===== src/rtl/capsense_pkg.sv =====
// Shared types and constants for the capacitive-button scan controller.
package capsense_pkg;

    // Scan sequencer states.
    typedef enum logic [2:0] {
        ST_IDLE      = 3'd0,
        ST_DISCHARGE = 3'd1,
        ST_CHARGE    = 3'd2,
        ST_EVAL      = 3'd3,
        ST_DONE      = 3'd4
    } state_e;

    // Default charge-count width and its saturation value (timeout count).
    localparam int unsigned CAP_CW      = 8;
    localparam int unsigned CAP_CNT_MAX = (1 << CAP_CW) - 1;

    // Number of bits needed to hold values 0..max_val (at least 1).
    function automatic int unsigned cnt_w(input int unsigned max_val);
        int unsigned w;
        w = 1;
        for (int i = 1; i < 32; i++) begin
            if ((max_val >> i) != 0) w = i + 1;
        end
        return w;
    endfunction

endpackage


===== src/rtl/capsense_tick_div.sv =====
// Sample-tick prescaler: counts 0..SAMP_DIV-1, tick when the count is zero.
module capsense_tick_div
    import capsense_pkg::*;
#(
    parameter int unsigned SAMP_DIV = 16
) (
    input  logic clk_i,
    input  logic rst_i,
    input  logic run_i,
    input  logic clr_i,
    output logic tick_c,
    output logic wrap_c
);

    localparam int unsigned     DW   = cnt_w(SAMP_DIV - 1);
    localparam logic [DW-1:0]   LAST = DW'(SAMP_DIV - 1);

    logic [DW-1:0] div_q, div_d;

    // Next divider value: clear wins, otherwise wrap-count while running.
    always_comb begin
        div_d = div_q;
        if (clr_i) begin
            div_d = '0;
        end else if (run_i) begin
            div_d = (div_q == LAST) ? '0 : div_q + DW'(1);
        end
    end

    // Divider register.
    always_ff @(posedge clk_i) begin
        if (rst_i) div_q <= '0;
        else       div_q <= div_d;
    end

    assign tick_c = (div_q == '0);
    assign wrap_c = (div_q == LAST);

endmodule


===== src/rtl/capsense_scan_ctrl.sv =====
// RC-discharge capacitive button scanner: discharge, time charge, evaluate, debounce.
module capsense_scan_ctrl
    import capsense_pkg::*;
#(
    parameter int unsigned N         = 6,
    parameter int unsigned CW        = CAP_CW,
    parameter int unsigned SAMP_DIV  = 16,
    parameter int unsigned DIS_TICKS = 24,
    parameter int unsigned THRESH    = 6,
    parameter int unsigned DEB       = 3
) (
    input  logic         clk_i,
    input  logic         rst_i,
    input  logic         start_i,
    input  logic [N-1:0] pads_i,
    output logic         pads_oe_o,
    output logic         busy_o,
    output logic         done_o,
    output logic [N-1:0] buttons_o,
    output logic [N-1:0] raw_o,
    output logic         cal_o
);

    localparam int unsigned    DBW      = cnt_w(DEB);
    localparam int unsigned    DCW      = cnt_w(DIS_TICKS);
    localparam int unsigned    KW       = cnt_w(N - 1);
    localparam logic [CW-1:0]  CNT_MAX  = '1;
    localparam logic [CW-1:0]  CNT_LAST = CNT_MAX - CW'(1);
    localparam logic [CW:0]    THR      = (CW + 1)'(THRESH);

    state_e                 state_q, state_d;
    logic [N-1:0]           sync1_q, sync1_d, sync2_q, sync2_d;
    logic [N-1:0][CW-1:0]   cnt_q, cnt_d, base_q, base_d;
    logic [N-1:0][DBW-1:0]  deb_q, deb_d;
    logic [N-1:0]           btn_q, btn_d, raw_work_q, raw_work_d, raw_q, raw_d;
    logic                   cal_q, cal_d, oe_q, oe_d, busy_q, busy_d, done_q, done_d;
    logic [DCW-1:0]         dis_cnt_q, dis_cnt_d;
    logic [CW-1:0]          tcnt_q, tcnt_d;
    logic [KW-1:0]          k_q, k_d;

    logic                   tick_c, wrap_c, div_run_c, div_clr_c;
    logic [CW-1:0]          cnt_k_c, base_k_c, base_new_c;
    logic [DBW-1:0]         deb_k_c, deb_new_c;
    logic                   btn_k_c, btn_new_c, raw_k_c;
    logic [CW:0]            limit_c;

    assign div_run_c = (state_q != ST_IDLE);
    assign div_clr_c = (state_q == ST_IDLE) && start_i;

    capsense_tick_div #(
        .SAMP_DIV (SAMP_DIV)
    ) u_tick_div (
        .clk_i  (clk_i),
        .rst_i  (rst_i),
        .run_i  (div_run_c),
        .clr_i  (div_clr_c),
        .tick_c (tick_c),
        .wrap_c (wrap_c)
    );

    // Shared EVAL datapath: select button k, compare, move baseline, debounce.
    always_comb begin
        cnt_k_c  = '0;
        base_k_c = '0;
        deb_k_c  = '0;
        btn_k_c  = 1'b0;
        for (int k = 0; k < N; k++) begin
            if (k_q == KW'(k)) begin
                cnt_k_c  = cnt_q[k];
                base_k_c = base_q[k];
                deb_k_c  = deb_q[k];
                btn_k_c  = btn_q[k];
            end
        end
        limit_c = {1'b0, base_k_c} + THR;
        raw_k_c = cal_q && ({1'b0, cnt_k_c} > limit_c);

        base_new_c = base_k_c;
        if (!cal_q) begin
            base_new_c = cnt_k_c;
        end else if (!raw_k_c && (cnt_k_c > base_k_c)) begin
            base_new_c = base_k_c + CW'(1);
        end else if (!raw_k_c && (cnt_k_c < base_k_c)) begin
            base_new_c = base_k_c - CW'(1);
        end

        btn_new_c = btn_k_c;
        deb_new_c = '0;
        if (raw_k_c != btn_k_c) begin
            if (deb_k_c == DBW'(DEB - 1)) btn_new_c = ~btn_k_c;
            else                          deb_new_c = deb_k_c + DBW'(1);
        end
    end

    // Scan sequencer next-state and datapath updates; outputs follow the next state.
    always_comb begin
        state_d    = state_q;
        sync1_d    = pads_i;
        sync2_d    = sync1_q;
        cnt_d      = cnt_q;
        base_d     = base_q;
        deb_d      = deb_q;
        btn_d      = btn_q;
        raw_work_d = raw_work_q;
        raw_d      = raw_q;
        cal_d      = cal_q;
        dis_cnt_d  = dis_cnt_q;
        tcnt_d     = tcnt_q;
        k_d        = k_q;

        unique case (state_q)
            ST_IDLE: begin
                if (start_i) begin
                    state_d   = ST_DISCHARGE;
                    cnt_d     = '0;
                    tcnt_d    = '0;
                    dis_cnt_d = '0;
                    k_d       = '0;
                end
            end
            ST_DISCHARGE: begin
                if (tick_c) dis_cnt_d = dis_cnt_q + DCW'(1);
                // Leave on the last divider phase so discharge spans whole tick periods.
                if (wrap_c && (dis_cnt_q == DCW'(DIS_TICKS))) state_d = ST_CHARGE;
            end
            ST_CHARGE: begin
                if (tick_c) begin
                    for (int k = 0; k < N; k++) begin
                        if (!sync2_q[k] && (cnt_q[k] != CNT_MAX)) cnt_d[k] = cnt_q[k] + CW'(1);
                    end
                    tcnt_d = tcnt_q + CW'(1);
                    if ((&sync2_q) || (tcnt_q == CNT_LAST)) state_d = ST_EVAL;
                end
            end
            ST_EVAL: begin
                for (int k = 0; k < N; k++) begin
                    if (k_q == KW'(k)) begin
                        base_d[k]     = base_new_c;
                        deb_d[k]      = deb_new_c;
                        btn_d[k]      = btn_new_c;
                        raw_work_d[k] = raw_k_c;
                    end
                end
                if (k_q == KW'(N - 1)) begin
                    k_d     = '0;
                    raw_d   = raw_work_d;
                    cal_d   = 1'b1;
                    state_d = ST_DONE;
                end else begin
                    k_d = k_q + KW'(1);
                end
            end
            ST_DONE: begin
                state_d = ST_IDLE;
            end
            default: begin
                state_d = ST_IDLE;
            end
        endcase

        oe_d   = (state_d != ST_CHARGE);
        busy_d = (state_d != ST_IDLE);
        done_d = (state_d == ST_DONE);
    end

    // All state and registered outputs; pads stay discharged while in reset.
    always_ff @(posedge clk_i) begin
        if (rst_i) begin
            state_q    <= ST_IDLE;
            sync1_q    <= '0;
            sync2_q    <= '0;
            cnt_q      <= '0;
            base_q     <= '0;
            deb_q      <= '0;
            btn_q      <= '0;
            raw_work_q <= '0;
            raw_q      <= '0;
            cal_q      <= 1'b0;
            oe_q       <= 1'b1;
            busy_q     <= 1'b0;
            done_q     <= 1'b0;
            dis_cnt_q  <= '0;
            tcnt_q     <= '0;
            k_q        <= '0;
        end else begin
            state_q    <= state_d;
            sync1_q    <= sync1_d;
            sync2_q    <= sync2_d;
            cnt_q      <= cnt_d;
            base_q     <= base_d;
            deb_q      <= deb_d;
            btn_q      <= btn_d;
            raw_work_q <= raw_work_d;
            raw_q      <= raw_d;
            cal_q      <= cal_d;
            oe_q       <= oe_d;
            busy_q     <= busy_d;
            done_q     <= done_d;
            dis_cnt_q  <= dis_cnt_d;
            tcnt_q     <= tcnt_d;
            k_q        <= k_d;
        end
    end

    assign pads_oe_o = oe_q;
    assign busy_o    = busy_q;
    assign done_o    = done_q;
    assign buttons_o = btn_q;
    assign raw_o     = raw_q;
    assign cal_o     = cal_q;

endmodule


===== config.mk =====
export PLATFORM = sky130hd
export DESIGN_NAME = capsense_scan_ctrl
export DESIGN_NICKNAME = d
export VERILOG_FILES = /design/src/rtl/capsense_pkg.sv /design/src/rtl/capsense_tick_div.sv /design/src/rtl/capsense_scan_ctrl.sv
export SDC_FILE = /design/constraint.sdc
export NUM_CORES = 1
export LEC_CHECK = 0
export ABC_AREA = 1
export BUFFER_PORTS_ARGS = -buffer_cell sky130_fd_sc_hd__buf_4
export CORE_MARGIN = 5
export CORE_UTILIZATION = 48
export CTS_CLUSTER_DIAMETER = 120
export DETAILED_ROUTE_END_ITERATION = 12
export PLACE_DENSITY = 0.73
export SLEW_MARGIN = 20
export SYNTH_ARGS = -nofsm -noshare
export SYNTH_HDL_FRONTEND = slang
export SYNTH_SLANG_ARGS = --single-unit

===== constraint.sdc =====
create_clock -name clk_i -period 5.7 [get_ports clk_i]
set_input_delay 0.57 -clock clk_i [delete_from_list [all_inputs] [get_ports clk_i]]
set_output_delay 0.57 -clock clk_i [all_outputs]
set_load 0.005 [all_outputs]

After elaboration in Yosys (flattened, before gate mapping)
Index checks and enable logic that the tools add are counted.
{"block": "word_totals", "register_bits": 165, "latch_bits": 0, "ramBits": 0, "mem_bits_ro": 0, "inputBits": 9, "out_inout_bits": 16, "elab_cells": 191, "n_memories": 0}
{"block": "classes", "addsub": 14, "mul": 0, "div": 0, "magnitude_cmp": 3, "n_eq_ne": 30, "shifts": 0, "n_mux": 62, "n_bitwise": 1, "reduce_logical": 44}
{"op": "2-to-1 mux 8 bit", "n": 23}
{"op": "2-to-1 mux 48 bit", "n": 2}
{"op": "one-hot mux 48 bit (2 select lines)", "n": 1}
{"op": "adder 8 x 1 -> 8 bit (second input constant)", "n": 8}
{"op": "inequality test 8 bit (second input constant)", "n": 6}
{"op": "AND reduction 4 bit", "n": 6}
{"op": "2-to-1 mux 3 bit", "n": 7}
{"op": "inequality test 2 bit (second input constant)", "n": 9}
{"op": "2-to-1 mux 2 bit", "n": 8}
{"op": "one-hot mux 8 bit (2 select lines)", "n": 1}
{"op": "2-to-1 mux 1 bit", "n": 14}
{"op": "AND reduction 2 bit", "n": 7}
{"op": "equality test 3 x 2 -> 1 bit (second input constant)", "n": 4}
{"op": "one-hot mux 3 bit (4 select lines)", "n": 1}
{"op": "logical AND 1 bit", "n": 11}
{"op": "2-to-1 mux 5 bit", "n": 2}
{"op": "one-hot mux 5 bit (2 select lines)", "n": 1}
{"op": "adder 8 x 3 -> 9 bit (second input constant)", "n": 1}
{"op": "equality test 3 bit (second input constant)", "n": 3}
{"op": "greater-than comparator 8 x 9 -> 1 bit", "n": 1}
{"op": "equality test 8 bit (second input constant)", "n": 1}
{"op": "greater-than comparator 8 bit", "n": 1}
{"op": "< comparator 8 bit", "n": 1}
{"op": "subtractor 8 x 1 -> 8 bit (second input constant)", "n": 1}
{"op": "22 further kinds", "n": 34}

Longest topological paths before layout
{"block": "depth", "depth_word": 15, "ltp_mapped": 32, "depth_no_buf": 31}

Cells and area by module
A second synthesis with hierarchy kept.
{"block": "unflattened", "hier_cells": 1293, "hier_area_um2": 8901.0}
{"module": "capsense_scan_ctrl", "n_inst": 1, "cells_per_inst": 1260, "area_each_um2": 8684.6, "seq_area_each_um2": 3203.1}
{"module": "capsense_tick_div", "n_inst": 1, "cells_per_inst": 33, "area_each_um2": 216.5, "seq_area_each_um2": 80.1}

Worst setup path before layout
No wires, ideal clock.
{"block": "synth_timing", "path_kind": "register -> register", "startpoint": "register k_q[2]", "endpoint": "register base_q[33] in the netlist's numbering", "setup_time_ns": 0.109, "t_arrival_ns": 3.525, "required_time_ns": 5.591, "setup_slack_ns": 2.066, "path_stages_with_launch": 22, "path_buffers": 4, "period_less_slack_ns": 3.634, "path_cell_list": "dfxtp_1 > inv_2 > buf_2 > ha_1 > clkbuf_1 > clkbuf_1 > a211oi_1 > a21oi_1 > o211ai_1 > o21ai_0 > ha_1 > nand2_1 > or2_2 > o2111ai_1 > and2_1 > clkbuf_1 > nand2_1 > or2_0 > nand4_1 > nand3_1 > nand2_1 > inv_1"}
{"block": "synth_via", "elab_chain_cells": 15, "word_cells_on_any_way": 32, "cone_classes": "add/sub (3); order compare (3); eq/ne (5); mux (15); reduce/logical (6)"}
{"element": "from (decl)", "line": "capsense_scan_ctrl.sv:39", "source": "logic [KW-1:0] k_q, k_d;"}
{"element": "from (signal assigned)", "line": "capsense_scan_ctrl.sv:201", "source": "k_q <= k_d;"}
{"element": "zero test 3 bit", "line": "capsense_scan_ctrl.sv:68", "source": "if (k_q == KW'(k)) begin"}
{"element": "2-to-1 mux 8 bit (6 in a row)", "line": "capsense_scan_ctrl.sv:68"}
{"element": "adder 8 x 3 -> 9 bit", "line": "capsense_scan_ctrl.sv:75", "source": "limit_c = {1'b0, base_k_c} + THR;"}
{"element": "greater-than comparator 8 x 9 -> 1 bit", "line": "capsense_scan_ctrl.sv:76", "source": "raw_k_c = cal_q && ({1'b0, cnt_k_c} > limit_c);"}
{"element": "logical AND 1 bit", "line": "capsense_scan_ctrl.sv:76"}
{"element": "zero test 1 bit", "line": "capsense_scan_ctrl.sv:81, capsense_scan_ctrl.sv:83"}
{"element": "logical AND 1 bit", "line": "capsense_scan_ctrl.sv:83", "source": "end else if (!raw_k_c && (cnt_k_c < base_k_c)) begin"}
{"element": "2-to-1 mux 8 bit", "line": "capsense_scan_ctrl.sv:83"}
{"element": "2-to-1 mux 8 bit", "line": "capsense_scan_ctrl.sv:81", "source": "end else if (!raw_k_c && (cnt_k_c > base_k_c)) begin"}
{"element": "2-to-1 mux 8 bit", "line": "capsense_scan_ctrl.sv:79", "source": "if (!cal_q) begin"}
{"element": "to (signal assigned)", "line": "capsense_scan_ctrl.sv:190", "source": "base_q <= base_d;"}
{"element": "to (decl)", "line": "capsense_scan_ctrl.sv:33", "source": "logic [N-1:0][CW-1:0] cnt_q, cnt_d, base_q, base_d;"}
Parallel ways exist; a longest one is shown, timed or not.
A chain may end at the register's enable or synchronous reset.

Final worst setup path
{"block": "layout_timing", "startpoint": "register k_q[0]", "endpoint": "register base_q[8] in the netlist's numbering"}
The elaborated chain is that of the path after synthesis.

==> impl_metrics.csv <==
group,metric,value,unit
synthesis,synth_top_area_share,38.1,%
power_and_ir_drop,vdd_drop_max,0.000208,V
sta,fin_crit_sh,78.6,%
drt,routedWlPerCell,15.3,µm
synthesis,ys_async_sr_fraction,0,%
synthesis,ys_ff_latch,164,
floorplanning,core-area,17800,µm²
final_layout,nets,1337,
sta,relSlewSlack,43.2,%
global_routing,grt_pass1_wl,38600,µm
sta,fin_crit,4480,ps
sta,rsz0062_at_grt,"false",
drt,drt_pre_antenna_iters,5,
status,status,"finished clean",
cts,ctsHoldBuffers,0,
synthesis,ys_seq_area_share,38.1,%
power_and_ir_drop,p_leak,4.21,nW
setup_path,startpoint_type,"register",
synthesis,syn_area_per_cell,6.72,µm²
place,gp_congestion,0.869,
place,hpwl,16400,µm
cts,root_buffer,"clkbuf_16",
sta,max_freq,223,MHz
cts,cts_max_level,4,
place,io_buffers,24,
synthesis,synth_ff_type,"dfxtp_1",
cts,cts_resized,0,
cts,clk_latency,430,ps
synthesis,synth_edf_count,0,
sta,worst_clock_skew,9.34,ps
floorplanning,start_util,48.3,%
floorplanning,num_rows,49,
setup_path,arrival,4820,ps
sta,tns,0,ps
synthesis,syn_nets,1323,
worst_hold_path,hp-class,"in2reg",
drt,drc_errors,0,
sta,finalMaxSlewViolations,0,
drt,via_count,8275,
floorplanning,fp.dieW,144,µm
sta,worstMarginPinSlew,849,ps
drt,finalWirelength,23400,µm
setup_path,worstPathRequired,6040,ps
synthesis,synth_cells,1282,
synthesis,synth.area.top_cells,"dfxtp_1, nand2_1, inv_1",
synthesis,synthTopCellsByCount,"nand2_1, inv_1, dfxtp_1, nor2_1, a21oi_1",
setup_path,cp_slowest_cell,"dfxtp_1",
global_routing,grt_overflow,0,
cts,cts_tree,"built",
final_layout,diodes,0,
synthesis,ys_warn_count,0,
synthesis,synth_cell_type_count,42,
global_routing,grt_usage,23.4,%
drt,ant_nets,0,
cts,clkSinkCount,164,
global_routing,grt_max_degree,42,
floorplanning,die-area,20700,µm²
drt,vias_per_cell,5.39,
cts,clkSlewWorstSetupHoldPaths,70,ps
global_routing,antenna_found_initial,0,
global_routing,first_global_vias,7834,
power_and_ir_drop,p_total,2.53,mW
setup_path,worst-path-max-fanout,23,
sta,setup_viol,0,
final_layout,drive_gt1_share,7.42,%
floorplanning,pin_count,25,
setup_path,critPathMostFrequentCell,"nand2_1",
synthesis,synth_largest_area_cell,"dfxtp_1",
floorplanning,die_y,144,µm
cts,cts-buffers-inserted,17,
final_layout,area_delta_synth_final,11.7,%
flow_run,drv_cap,0,
setup_path,end_kind,"register",
cts,clockBufferDepth,2,
synthesis,synth_area,8610,µm²
setup_path,criticalPathCategory,"reg2reg",
setup_path,reg2reg_depth,23,
drt,drt-initial-drc-count,709,
sta,finalHoldViolations,0,
power_and_ir_drop,power-per-cell-area,263,nW/µm²
setup_path,cp_cell_sequence,"nand2_1 -> inv_1 -> ha_1 -> clkinv_1 -> nand4_1 -> nand3_1 -> nand2_1 -> nand2_1 -> inv_1 -> nand3_1 -> nor2_1 -> xor2_1 -> ha_1 -> nand4_1 -> o31ai_1 -> nor2_1 -> nand2_2 -> o21ai_1 -> or2_1 -> nand3_2 -> nand3_1 -> nand2_1 -> inv_1",
synthesis,synth.most_common_cell,"nand2_1",
worst_hold_path,min_path_cells,3,
setup_path,cpPeakStageDelay,560,ps
cts,cts_setup_buffers,0,
-- through the flow --
step                util, %  setup WS, ps  std cells  hold WS (ps)  area (µm²)
finish                 53.9          1220       1536           341        9620
floorplan                 -          2070       1282           388        8610
detailed placement     50.4          1300       1506           403        8990
global placement       50.4          1390       1506           399        8990
global route           53.9           714       1536           352        9620
CTS                    53.9          1270       1536           332        9620
-- worst max-delay path, delay by kind of cell (launching register included) --
kind                       cells  cell delay [ps]
DFF                            1              560
buffers and inverters          4              760
xor gates and xnor gates       1               80
AOI/OAI and AO/OA              2              410
adders and majority gates      2              450
and+or+nand+nor               14             2130
-- worst paths after layout --
| kind | startpoint | to | slack, ps |
|---|---|---|---|
| setup / recovery | k_q[0] | base_q[8] | 1220 |
| hold / removal | pads_i[1] | sync1_q[1] | 340 |
| setup reg to reg | k_q[0] | base_q[8] | 1220 |
| hold reg to reg | sync1_q[1] | sync2_q[1] | 410 |
-- flip-flops by register name, indices dropped and copies added (netlist names), 5 cells and up --
name,flops
base_q,48
buttons_o,6
cnt_q,48
deb_q,12
dis_cnt_q,5
raw_o,6
raw_work_q,5
sync1_q,6
sync2_q,6
tcnt_q,8
-- report_power, final --
group / switching [mW] / internal, mW
Clock: 0.473 / 0.763
Combinational: 0.0836 / 0.0361
Sequential: 0.0105 / 1.16
-- area by class of cell --
type / instances / area [µm²]
multi-input combinational: 870 / 4360
fill: 1750 / 8220
clock buffer: 21 / 470
tap: 229 / 287
inverter: 202 / 758
sequential: 164 / 3280
timing repair buffer: 41 / 308
clock inverter: 9 / 151
-- placed cells by master (no fill, tap or decap), types with 2 or more instances in the layout --
| cell type | Yosys | final |
|---|---|---|
| nand3_1 | 88 | 88 |
| inv_2 | 4 | 4 |
| nor3_1 | 22 | 22 |
| a21oi_1 | 115 | 115 |
| xor2_1 | 8 | 8 |
| o22ai_1 | 11 | 11 |
| o211a_1 | 3 | 3 |
| or2_0 | 2 | 2 |
| bufinv_16 | 0 | 4 |
| dfxtp_1 | 164 | 164 |
| o21a_1 | 4 | 4 |
| or2_2 | 6 | 6 |
| inv_1 | 195 | 195 |
| a211oi_1 | 18 | 18 |
| nand3b_1 | 2 | 2 |
| nand3_2 | 5 | 5 |
| ha_1 | 32 | 32 |
| a21oi_2 | 2 | 2 |
| nand2_2 | 5 | 5 |
| clkinv_2 | 0 | 3 |
| nand4_1 | 14 | 14 |
| clkinv_1 | 3 | 3 |
| buf_4 | 3 | 41 |
| clkbuf_8 | 0 | 3 |
| o21ai_0 | 92 | 92 |
| clkbuf_16 | 0 | 17 |
| nand2_1 | 277 | 277 |
| nor2_1 | 127 | 127 |
| o211ai_1 | 16 | 16 |
| o21ai_1 | 3 | 3 |
| nor2_2 | 4 | 4 |
| o2111ai_1 | 3 | 3 |
| a22oi_1 | 2 | 2 |
-- routing by layer --
metal | up-vias | share of wire [%] | wire length [µm] | track usage, %
met5 | - | 0 | 0 | 0
met4 | 0 | 2.8 | 659 | 8.37
met3 | 55 | 7.2 | 1690 | 4.76
met2 | 294 | 46 | 10800 | 38.8
met1 | 3753 | 44 | 10300 | 30.3
li1 | 4173 | - | - | -
-- kinds of logic after synthesis --
group           count (synthesis)  share of synthesized area, %
xor+xnor                        8                         0.814
fa+ha+maj                      32                          4.65
buf+inv                       248                          11.2
flops                         164                          38.1
simple gates                  558                          27.6
compound gates                272                          17.6
Note: power is estimated with default switching activity, not from simulation.
